[src/rtl/if_pkg.sv]
// Shared types for the prefetching instruction-fetch stage: fetch FSM states,
// default instruction size and the default prefetch queue entry layout.
package if_pkg;

    typedef enum logic [1:0] {
        IDLE  = 2'd0,
        WAIT  = 2'd1,
        DRAIN = 2'd2
    } fetch_state_e;

    localparam int unsigned ADDR_W_DEFAULT      = 32;
    localparam int unsigned INSTR_W_DEFAULT     = 32;
    localparam int unsigned INSTR_BYTES_DEFAULT = 4;

    // pc holds the fetch address plus one instruction, as seen by ID.
    typedef struct packed {
        logic [ADDR_W_DEFAULT-1:0]  pc;
        logic [INSTR_W_DEFAULT-1:0] instr;
    } fetch_entry_t;

endpackage

[src/rtl/if_prefetch_stage_if.sv]
// Instruction-memory request/response bus: one-cycle request pulse,
// one-cycle in-order response strobe, a single request outstanding.
interface if_prefetch_stage_if #(
    parameter int unsigned ADDR_W  = 32,
    parameter int unsigned INSTR_W = 32
);
    logic               imem_req;
    logic [ADDR_W-1:0]  imem_addr;
    logic               imem_rvalid;
    logic [INSTR_W-1:0] imem_rdata;

    modport master (
        output imem_req,
        output imem_addr,
        input  imem_rvalid,
        input  imem_rdata
    );

    modport slave (
        input  imem_req,
        input  imem_addr,
        output imem_rvalid,
        output imem_rdata
    );
endinterface

[src/rtl/if_fifo.sv]
// Synchronous prefetch queue with flush, occupancy count and a combinational
// head view that reads as zero while empty.
module if_fifo
    import if_pkg::*;
#(
    parameter int unsigned DEPTH   = 4,
    parameter type         entry_t = fetch_entry_t,
    localparam int unsigned CNT_W  = $clog2(DEPTH + 1),
    localparam int unsigned PTR_W  = $clog2(DEPTH)
) (
    input  logic             clk,
    input  logic             rst,
    input  logic             flush_i,
    input  logic             push_i,
    input  entry_t           data_i,
    input  logic             pop_i,
    output entry_t           head_o,
    output logic             empty_o,
    output logic [CNT_W-1:0] count_o
);

    entry_t           mem_q [DEPTH];
    logic [PTR_W-1:0] wr_ptr_q;
    logic [PTR_W-1:0] rd_ptr_q;
    logic [CNT_W-1:0] count_q;
    logic             full;
    logic             push_en;
    logic             pop_en;

    assign empty_o = (count_q == '0);
    assign full    = (count_q == CNT_W'(DEPTH));
    assign push_en = push_i && !full;
    assign pop_en  = pop_i && !empty_o;
    assign count_o = count_q;
    assign head_o  = empty_o ? '0 : mem_q[rd_ptr_q];

    // NOTE: sequential state uses non-blocking assignments so every register
    // samples pre-edge values regardless of statement order.
    always_ff @(posedge clk or negedge rst) begin
        if (!rst) begin
            wr_ptr_q <= '0;
            rd_ptr_q <= '0;
            count_q  <= '0;
        end else if (flush_i) begin
            wr_ptr_q <= '0;
            rd_ptr_q <= '0;
            count_q  <= '0;
        end else begin
            if (push_en) wr_ptr_q <= wr_ptr_q + PTR_W'(1);
            if (pop_en)  rd_ptr_q <= rd_ptr_q + PTR_W'(1);
            count_q <= count_q + CNT_W'(push_en) - CNT_W'(pop_en);
        end
    end

    // NOTE: the storage array is deliberately not reset; the count masks stale
    // contents, so only the pointers and count need a reset.
    always_ff @(posedge clk) begin
        if (push_en && !flush_i) mem_q[wr_ptr_q] <= data_i;
    end

endmodule

[src/rtl/if_prefetch_stage.sv]
// Instruction fetch with a DEPTH-entry prefetch queue between a variable-latency
// instruction memory and ID; branches flush the queue and drain in-flight fetches.
module if_prefetch_stage
    import if_pkg::*;
#(
    parameter int unsigned       ADDR_W      = 32,
    parameter int unsigned       INSTR_W     = 32,
    parameter int unsigned       DEPTH       = 4,
    parameter logic [ADDR_W-1:0] RESET_PC    = '0,
    parameter int unsigned       INSTR_BYTES = INSTR_BYTES_DEFAULT
) (
    input  logic                         clk,
    input  logic                         rst,
    input  logic                         freeze,
    input  logic                         branchTaken,
    input  logic [ADDR_W-1:0]            branchAddress,
    if_prefetch_stage_if.master          imem,
    output logic                         valid,
    output logic [ADDR_W-1:0]            pc,
    output logic [INSTR_W-1:0]           instruction,
    output logic [$clog2(DEPTH+1)-1:0]   fifo_count
);

    localparam int unsigned       CNT_W      = $clog2(DEPTH + 1);
    localparam logic [CNT_W-1:0]  DEPTH_C    = CNT_W'(DEPTH);
    localparam logic [ADDR_W-1:0] STEP       = ADDR_W'(INSTR_BYTES);
    localparam logic [ADDR_W-1:0] ALIGN_MASK = ~ADDR_W'(INSTR_BYTES - 1);

    typedef struct packed {
        logic [ADDR_W-1:0]  pc;
        logic [INSTR_W-1:0] instr;
    } entry_t;

    fetch_state_e      state_q, state_d;
    logic [ADDR_W-1:0] fetch_pc_q, fetch_pc_d;
    logic [ADDR_W-1:0] addr_q, addr_d;
    logic              req_q, req_d;

    logic              push;
    logic              pop;
    logic              flush;
    logic              empty;
    logic [CNT_W-1:0]  count;
    logic [CNT_W-1:0]  occ_after_pop;
    entry_t            head;
    entry_t            push_entry;

    assign valid         = !empty;
    assign pop           = valid && !freeze;
    assign occ_after_pop = count - CNT_W'(pop);

    // While a request is outstanding fetch_pc_q already points one past it,
    // which is exactly the pc ID expects for that instruction.
    assign push_entry = '{pc: fetch_pc_q, instr: imem.imem_rdata};

    // NOTE: every output of this block gets a default first so no path
    // leaves a signal unassigned and no latch is inferred.
    always_comb begin
        state_d    = state_q;
        fetch_pc_d = fetch_pc_q;
        addr_d     = addr_q;
        req_d      = 1'b0;
        push       = 1'b0;
        flush      = 1'b0;

        if (branchTaken) begin
            flush      = 1'b1;
            fetch_pc_d = branchAddress & ALIGN_MASK;
            case (state_q)
                WAIT:    state_d = imem.imem_rvalid ? IDLE : DRAIN;
                DRAIN:   state_d = imem.imem_rvalid ? IDLE : DRAIN;
                default: state_d = IDLE;
            endcase
        end else begin
            case (state_q)
                IDLE: begin
                    // Reserve a slot now so the eventual push cannot overflow.
                    if (occ_after_pop < DEPTH_C) begin
                        req_d      = 1'b1;
                        addr_d     = fetch_pc_q;
                        fetch_pc_d = fetch_pc_q + STEP;
                        state_d    = WAIT;
                    end
                end
                WAIT: begin
                    if (imem.imem_rvalid) begin
                        push = 1'b1;
                        if (occ_after_pop < DEPTH_C - CNT_W'(1)) begin
                            req_d      = 1'b1;
                            addr_d     = fetch_pc_q;
                            fetch_pc_d = fetch_pc_q + STEP;
                        end else begin
                            state_d = IDLE;
                        end
                    end
                end
                DRAIN: begin
                    if (imem.imem_rvalid) state_d = IDLE;
                end
                default: state_d = IDLE;
            endcase
        end
    end

    always_ff @(posedge clk or negedge rst) begin
        if (!rst) begin
            state_q    <= IDLE;
            fetch_pc_q <= RESET_PC;
            addr_q     <= '0;
            req_q      <= 1'b0;
        end else begin
            state_q    <= state_d;
            fetch_pc_q <= fetch_pc_d;
            addr_q     <= addr_d;
            req_q      <= req_d;
        end
    end

    if_fifo #(
        .DEPTH   (DEPTH),
        .entry_t (entry_t)
    ) u_fifo (
        .clk     (clk),
        .rst     (rst),
        .flush_i (flush),
        .push_i  (push),
        .data_i  (push_entry),
        .pop_i   (pop),
        .head_o  (head),
        .empty_o (empty),
        .count_o (count)
    );

    assign imem.imem_req  = req_q;
    assign imem.imem_addr = addr_q;
    assign pc             = head.pc;
    assign instruction    = head.instr;
    assign fifo_count     = count;

endmodule
[src/flat_wrapper.sv]
// flat-port wrapper written by rule: the top's interface ports become plain ports
module if_prefetch_stage_flat import if_pkg::*;
#(
    parameter int unsigned       ADDR_W      = 32,
    parameter int unsigned       INSTR_W     = 32,
    parameter int unsigned       DEPTH       = 4,
    parameter logic [ADDR_W-1:0] RESET_PC    = '0,
    parameter int unsigned       INSTR_BYTES = INSTR_BYTES_DEFAULT
)
  (clk, rst, freeze, branchTaken, branchAddress, valid, pc, instruction, fifo_count, imem_imem_req, imem_imem_addr, imem_imem_rvalid, imem_imem_rdata);
  if_prefetch_stage_if #(.ADDR_W(ADDR_W), .INSTR_W(INSTR_W)) imem_i ();
  input  logic clk;
  input  logic rst;
  input  logic freeze;
  input  logic branchTaken;
  input  logic [ADDR_W-1:0] branchAddress;
  output logic valid;
  output logic [ADDR_W-1:0] pc;
  output logic [INSTR_W-1:0] instruction;
  output logic [$clog2(DEPTH+1)-1:0] fifo_count;
  output wire logic [$bits(imem_i.imem_req)-1:0] imem_imem_req;
  output wire logic [$bits(imem_i.imem_addr)-1:0] imem_imem_addr;
  input wire logic [$bits(imem_i.imem_rvalid)-1:0] imem_imem_rvalid;
  input wire logic [$bits(imem_i.imem_rdata)-1:0] imem_imem_rdata;
  assign imem_imem_req = imem_i.imem_req;
  assign imem_imem_addr = imem_i.imem_addr;
  assign imem_i.imem_rvalid = imem_imem_rvalid;
  assign imem_i.imem_rdata = imem_imem_rdata;
  if_prefetch_stage #(.ADDR_W(ADDR_W), .INSTR_W(INSTR_W), .DEPTH(DEPTH), .RESET_PC(RESET_PC), .INSTR_BYTES(INSTR_BYTES)) u_core (.clk(clk), .rst(rst), .freeze(freeze), .branchTaken(branchTaken), .branchAddress(branchAddress), .imem(imem_i), .valid(valid), .pc(pc), .instruction(instruction), .fifo_count(fifo_count));
endmodule
[config.mk]
export PLATFORM = sky130hd
export DESIGN_NAME = if_prefetch_stage_flat
export DESIGN_NICKNAME = d
export VERILOG_FILES = /design/src/rtl/if_pkg.sv /design/src/rtl/if_prefetch_stage_if.sv /design/src/rtl/if_fifo.sv /design/src/rtl/if_prefetch_stage.sv /design/src/flat_wrapper.sv
export SDC_FILE = /design/constraint.sdc
export NUM_CORES = 1
export LEC_CHECK = 0
export CAP_MARGIN = 20
export CORE_MARGIN = 2
export CORE_UTILIZATION = 50
export DETAILED_ROUTE_END_ITERATION = 12
export PLACE_DENSITY_LB_ADDON = 0.12
export SYNTH_ARGS = -nofsm -noshare
export SYNTH_HDL_FRONTEND = slang
export SYNTH_SLANG_ARGS = --single-unit
[constraint.sdc]
create_clock -name clk -period 3.5 [get_ports clk]
set_input_delay 0.7 -clock clk [delete_from_list [all_inputs] [get_ports clk]]
set_output_delay 0.7 -clock clk [all_outputs]
set_load 0.05 [all_outputs]
# Word-level counts from Yosys, hierarchy flattened
# Memory sizes are Yosys's and may differ from the RTL's.
# Index checks and enable logic that the tools add are counted.
# Widths: inputs -> output; s select.
dict set report totals {
  ff_bits 74
  latchBits 0
  mem_bits_rw 256
  romBits 0
  input_bits 69
  output_inout_bits 101
  word_cells 80
  mem_count 1
}
# memory depth word_bits rd rd_clocked_by_memory_dff wr line_no
set mem_list {}
lappend mem_list {u_core.u_fifo.mem_q 4 64 1 0 1 if_fifo.sv:22} ;# entry_t mem_q [DEPTH];
dict set report classes {
  n_addsub 6
  mul 0
  div 0
  order_cmp 2
  eq_ne 11
  shift 0
  n_mux 34
  bitwise 1
  reduce_logical 18
}
# operator count
set ops {}
lappend ops {{$mux 32} 7}
lappend ops {{$pmux 32 s2} 2}
lappend ops {{$mux 64} 1}
lappend ops {{$add 32x3->32 const B} 1}
lappend ops {{$mux 2} 11}
lappend ops {{$mux 1} 10}
lappend ops {{$ne 3x3->1 const B} 3}
lappend ops {{$reduce_and 4->1} 2}
lappend ops {{$ne 3x2->1 const B} 2}
lappend ops {{$pmux 2 s3} 1}
lappend ops {{$reduce_bool 2->1} 3}
lappend ops {{$sub 3x1->3} 2}
lappend ops {{$reduce_and 5->1} 1}
lappend ops {{$add 2x1->2 const B} 2}
lappend ops {{$logic_and 1x1->1} 4}
lappend ops {{$logic_not 1->1} 4}
lappend ops {{$ne 2x1->1 const B} 2}
lappend ops {{$add 3x1->3} 1}
lappend ops {{$eq 3x3->1 const B} 1}
lappend ops {{$logic_not 3->1} 1}
lappend ops {{$lt 3x2->1 const B} 1}
lappend ops {{$lt 3x3->1 const B} 1}
lappend ops {{$mux 3} 1}
lappend ops {{$reduce_bool 3->1} 1}
lappend ops {{other kinds (7)} 7}

# Depth between registers and ports, before layout
dict set report logic_depth {
  word_depth 9
  mapped_depth 12
  mapped_depth_nobuf 12
}

# Cells and area by module
# Synthesis repeated with hierarchy kept, for this count alone.
dict set report unflattened {
  cells_unflattened 743
  area_unflattened_um2 13294.0
}
# module n_inst cells_per_inst area_per_inst_um2
set modules_own_cells {}
lappend modules_own_cells {if_fifo 1 452 10124.7}
lappend modules_own_cells {if_prefetch_stage 1 291 3169.3}

# Worst setup path before layout
# No wires, ideal clock.
dict set report synth_timing {
  kind {reg2reg}
  start {reg u_core.u_fifo.count_q[1], in the netlist u_core.u_fifo.count_o[1]}
  end {mem u_core.u_fifo.mem_q[1][0] (netlist name), enable pin}
  setup_ns 0.426
  arrival_ns 3.016
  setup_slack_ns 0.058
  stages_incl_launch_ff 4
  n_path_buf 0
  synth_period_minus_slack_ns 3.442
  path_cell_list {dfrtp_1 > inv_1 > a311oi_1 > and2_1}
}
dict set report synth_via {
  elab_chain_len 6
}
# item line_no
set synth_lines {}
lappend synth_lines {{from (decl)} if_fifo.sv:25} ;# logic [CNT_W-1:0] count_q;
lappend synth_lines {{from (signal assigned)} if_fifo.sv:51} ;# count_q <= count_q + CNT_W'(push_en) - CNT_W'(pop_en);
lappend synth_lines {{$eq 3x3->1} if_fifo.sv:31} ;# assign full = (count_q == CNT_W'(DEPTH));
lappend synth_lines {{$logic_not 1->1} if_fifo.sv:32} ;# assign push_en = push_i && !full;
lappend synth_lines {{$logic_and 1x1->1} if_fifo.sv:32}
lappend synth_lines {{$logic_and 1x1->1} if_fifo.sv:58} ;# if (push_en && !flush_i) mem_q[wr_ptr_q] <= data_i;
lappend synth_lines {{$mux 1} if_fifo.sv:58}
lappend synth_lines {{$mux 1 (not written as such)} if_fifo.sv:58}
lappend synth_lines {{to (decl)} if_fifo.sv:22}
# No other way between the ends.

# Final worst setup path
dict set report layout_timing {
  start {reg u_core.u_fifo.rd_ptr_q[0]}
  end {out instruction[0]}
}
dict set report layout_via {
  elab_chain_len 2
}
# item line_no
set layout_lines {}
lappend layout_lines {{from (decl)} if_fifo.sv:24} ;# logic [PTR_W-1:0] rd_ptr_q;
lappend layout_lines {{from (signal assigned)} if_fifo.sv:50} ;# if (pop_en) rd_ptr_q <= rd_ptr_q + PTR_W'(1);
lappend layout_lines {{$mem_v2 4x64} --}
lappend layout_lines {{$mux 64} if_fifo.sv:35} ;# assign head_o = empty_o ? '0 : mem_q[rd_ptr_q];
lappend layout_lines {{to (decl)} flat_wrapper.sv:19} ;# output logic [INSTR_W-1:0] instruction;
# No other way between the ends.

==> key figures <==
Outcome
  – Status: completed

Global routing
  – First-pass GRT wire length: between 40 and 50 mm
  – Initial antenna violation count: 0
  – Total gr overflow: 0
  – Gr usage total: roughly a fifth
  – Largest net degree at the start of global routing: slightly above 70
  – Vias in the first global route: between 7000 and 8000

Route
  – Post-route DRC: 0
  – Total Wirelength: ~27 mm
  – Iteration-0 DRC Markers: 576
  – Drt first pass iters: 5
  – Vias/cell: 5.76
  – DRT antenna net count: 0
  – Routed vias: between 7000 and 8000
  – Avg WL per Cell: 21.1 um

Floorplan
  – Die H: 166 um
  – Top-Level Pins: 170
  – Row cnt: just under 60
  – Starting Density: around half
  – Die area: 27600 sq um
  – Die width: 166 um
  – Core Area: approximately 26000 sq um

CTS
  – H-Tree Depth: 2
  – Clock root buffer: clkbuf_16
  – Clock sink total: between 300 and 400
  – Worst-path clk slew: 0.06 ns
  – Postcts setup bufs: 0
  – CTS tree: built
  – Post-CTS Resized: 0
  – Clk buf depth: 3
  – Clock buffer count from CTS: 34
  – Clock Latency Late Sink: approximately 0.51 ns
  – Post-CTS Hold Buffers: 0

Worst setup path
  – Critical R2R Launch: u_core.u_fifo.count_o[2]
  – Worst Setup EP: instruction[0]
  – Startpoint types: flip-flop
  – CP Data Arrival Time: ~2.7 ns
  – CP Capture Type: output pin
  – R2r endpoint: u_core.fetch_pc_q[9]
  – Critical Path RT: 2.80 ns
  – CP startpoint: u_core.u_fifo.rd_ptr_q[0]
  – Crit path kind: flip-flop to output pin
  – Reg2Reg Setup Slack: 0.60 ns
  – Crit-path max FO: 27
  – FF-to-FF path depth: 8

Yosys
  – Mean Syn Cell Area: approximately 17 sq um
  – Top-count cell post-synth: edfxtp_1
  – Top area cells in the synthesized netlist: edfxtp_1 57%, dfrtp_1 13%, mux4_2 11%, nor2b_1 3.3%, mux2_2 2.6%
  – Primary FF master, synth: edfxtp_1
  – Share of the synthesized area in the top cell type: a little under three fifths
  – Area leader, netlist: edfxtp_1
  – Synth cell count leaders: 248 x edfxtp_1, 70 x dfrtp_1, 70 x nor2b_1, 62 x mux4_2, 32 x nor2_1
  – Async SR Flop Fraction: between 20% and 30%
  – Netlist cell types: 58
  – Syn Inst Count: between 700 and 800
  – Netlist Area Pre-Place: around 13000 sq um
  – Synth Register Bits: ~320
  – Synth warn: 0
  – Post-synth EDFFs: between 200 and 250
  – Post-synthesis sequential area ratio: between 70 and 80%

STA
  – Setup_tns: 0 ns
  – Clock Skews: 0.0307 ns
  – Final hold vios: 0
  – Period utilization: a little over nine tenths
  – Tightest Pin Transition: ~0.97 ns
  – Fmax: roughly 0.30 GHz
  – RSZ-0062 raised after global routing: no
  – Final Max Slew Viols: 0
  – Worst rel slew slack: a little over a third
  – Post-layout min period: around 3.4 ns
  – Final setup viols: 0

Cells and area
  – Finished Layout Cells: 1300
  – Final instance area: approximately 16000 sq um
  – Nets: slightly above 1000
  – Layout cells sized above 1: between 10% and 20%
  – Antenna Cells: 0
  – Area grow syn2layout: 24.9%
  – Fillers: around 1900

Placement
  – Final HPWL DP: ~17 mm
  – Routability cong.: about 0.84
  – Placed Area: about 15000 sq um
  – PortBufs: about 160
  – Post-Place Cells: approximately 1200

Power and ir drop
  – Pwr per Cell Area: ~870 nW/um^2
  – VDD IR max: between 0.6 and 0.7 mV
  – Leakage power: around 5.5 nW

Job
  – Max_cap viols: 0

Worst hold path
  – Min-Delay Path Class: input port to async pin
## cell usage in the layout, fill, tap and decap left out, types with 5 or more instances in the layout
cell type | synthesis | layout
ha_1 | 12 | 12
clkbuf_16 | 0 | 35
a221o_1 | 5 | 5
edfxtp_1 | 248 | 248
dfrtp_1 | 70 | 68
or4_1 | 17 | 17
buf_4 | 7 | 18
nor2_1 | 32 | 31
xnor2_1 | 9 | 9
mux4_2 | 62 | 62
o31ai_1 | 15 | 15
nand2_1 | 24 | 24
clkinv_1 | 1 | 6
o21ai_0 | 11 | 11
nand3_1 | 12 | 12
nand4_1 | 6 | 6
clkbuf_1 | 24 | 5
clkdlybuf4s50_1 | 0 | 154
nor2b_1 | 70 | 70
and4_1 | 5 | 5
inv_1 | 14 | 14
mux2_2 | 30 | 30
buf_12 | 0 | 14
a31oi_1 | 15 | 15
## cell families after synthesis
| logic type | count (synthesis) | synth area share (%) |
|---|---|---|
| buffers and inverters | 59 | 2.00 |
| adder cells (fa/ha/maj) | 13 | 1.29 |
| other | 1 | 0.0285 |
| XOR/XNOR | 12 | 0.800 |
| flip-flops | 318 | 70.0 |
| AND/OR/NAND/NOR | 194 | 8.43 |
| AO/OA/AOI/OAI | 73 | 4.09 |
| multiplexers | 94 | 13.3 |
## routing by layer
layer / global-route usage [%] / vias up / share of wire, %
met2: 34.9 / 229 / 52
li1: - / 3356 / -
met1: 27.3 / 3866 / 41
met4: 4.50 / 0 / 1.4
met3: 3.69 / 36 / 5.4
met5: 0 / - / 0
## stage by stage
stage / hold WS [ns] / util [%] / power, mW / worst slack [ns]
3_3_place_gp: 0.494 / 59.2 / 11.0 / 0.237
3_5_place_dp: 0.496 / 59.2 / 11.0 / 0.158
5_1_grt: 0.389 / 63.3 / 14.9 / 0.0276
6_report: 0.320 / 63.3 / 14.3 / 0.145
4_1_cts: 0.355 / 63.3 / 14.5 / 0.101
2_1_floorplan: 0.404 / - / 8.94 / 0.0577
## sequential cells by signal (all words and copies together), names as in the netlist
signal / cells
u_core.fetch_pc_q: 30
u_core.imem.imem_addr: 30
u_core.imem.imem_req: 1
u_core.state_q: 2
u_core.u_fifo.count_o: 3
u_core.u_fifo.mem_q: 248
u_core.u_fifo.rd_ptr_q: 2
u_core.u_fifo.wr_ptr_q: 2
## worst max-delay path, stage by stage, from the launching register on
cell and delay, ns:
dfrtp_4 0.48, buf_12 0.26, mux4_2 0.54, nor2b_1 0.15, clkdlybuf4s50_1 0.71
## area by class of cell
cell class / count / area [sq um] / share of cell area, %
Sequential cell: 318 / 9200 / 56.1
Multi-Input combinational cell: 390 / 3710 / 22.6
Timing Repair Buffer: 186 / 1960 / 11.9
Clock buffer: 41 / 908 / 5.54
Tap cell: 335 / 419 / 2.55
Clock inverter: 15 / 156 / 0.953
Inverter: 15 / 56.3 / 0.343
## worst min-delay path by stage
stage                               from                        end  slack (ns)
6_report                             rst   u_core.imem.imem_addr[4]        0.32
5_1_grt                              rst   u_core.imem.imem_addr[4]        0.39
4_1_cts                              rst   u_core.imem.imem_addr[2]        0.36
3_5_place_dp   u_core.imem.imem_addr[23]  u_core.imem.imem_addr[23]        0.50
3_3_place_gp   u_core.imem.imem_addr[23]  u_core.imem.imem_addr[23]        0.49
2_1_floorplan                        rst      u_core.fetch_pc_q[10]        0.40
## power breakdown
part / switching [mW] / leakage (nW) / total (mW) / internal, mW
registers: 0.319 / 3.05 / 4.77 / 4.45
logic: 3.86 / 1.91 / 6.13 / 2.27
clock network: 1.36 / 0.515 / 3.42 / 2.06
(Power assumes the default switching activity.)
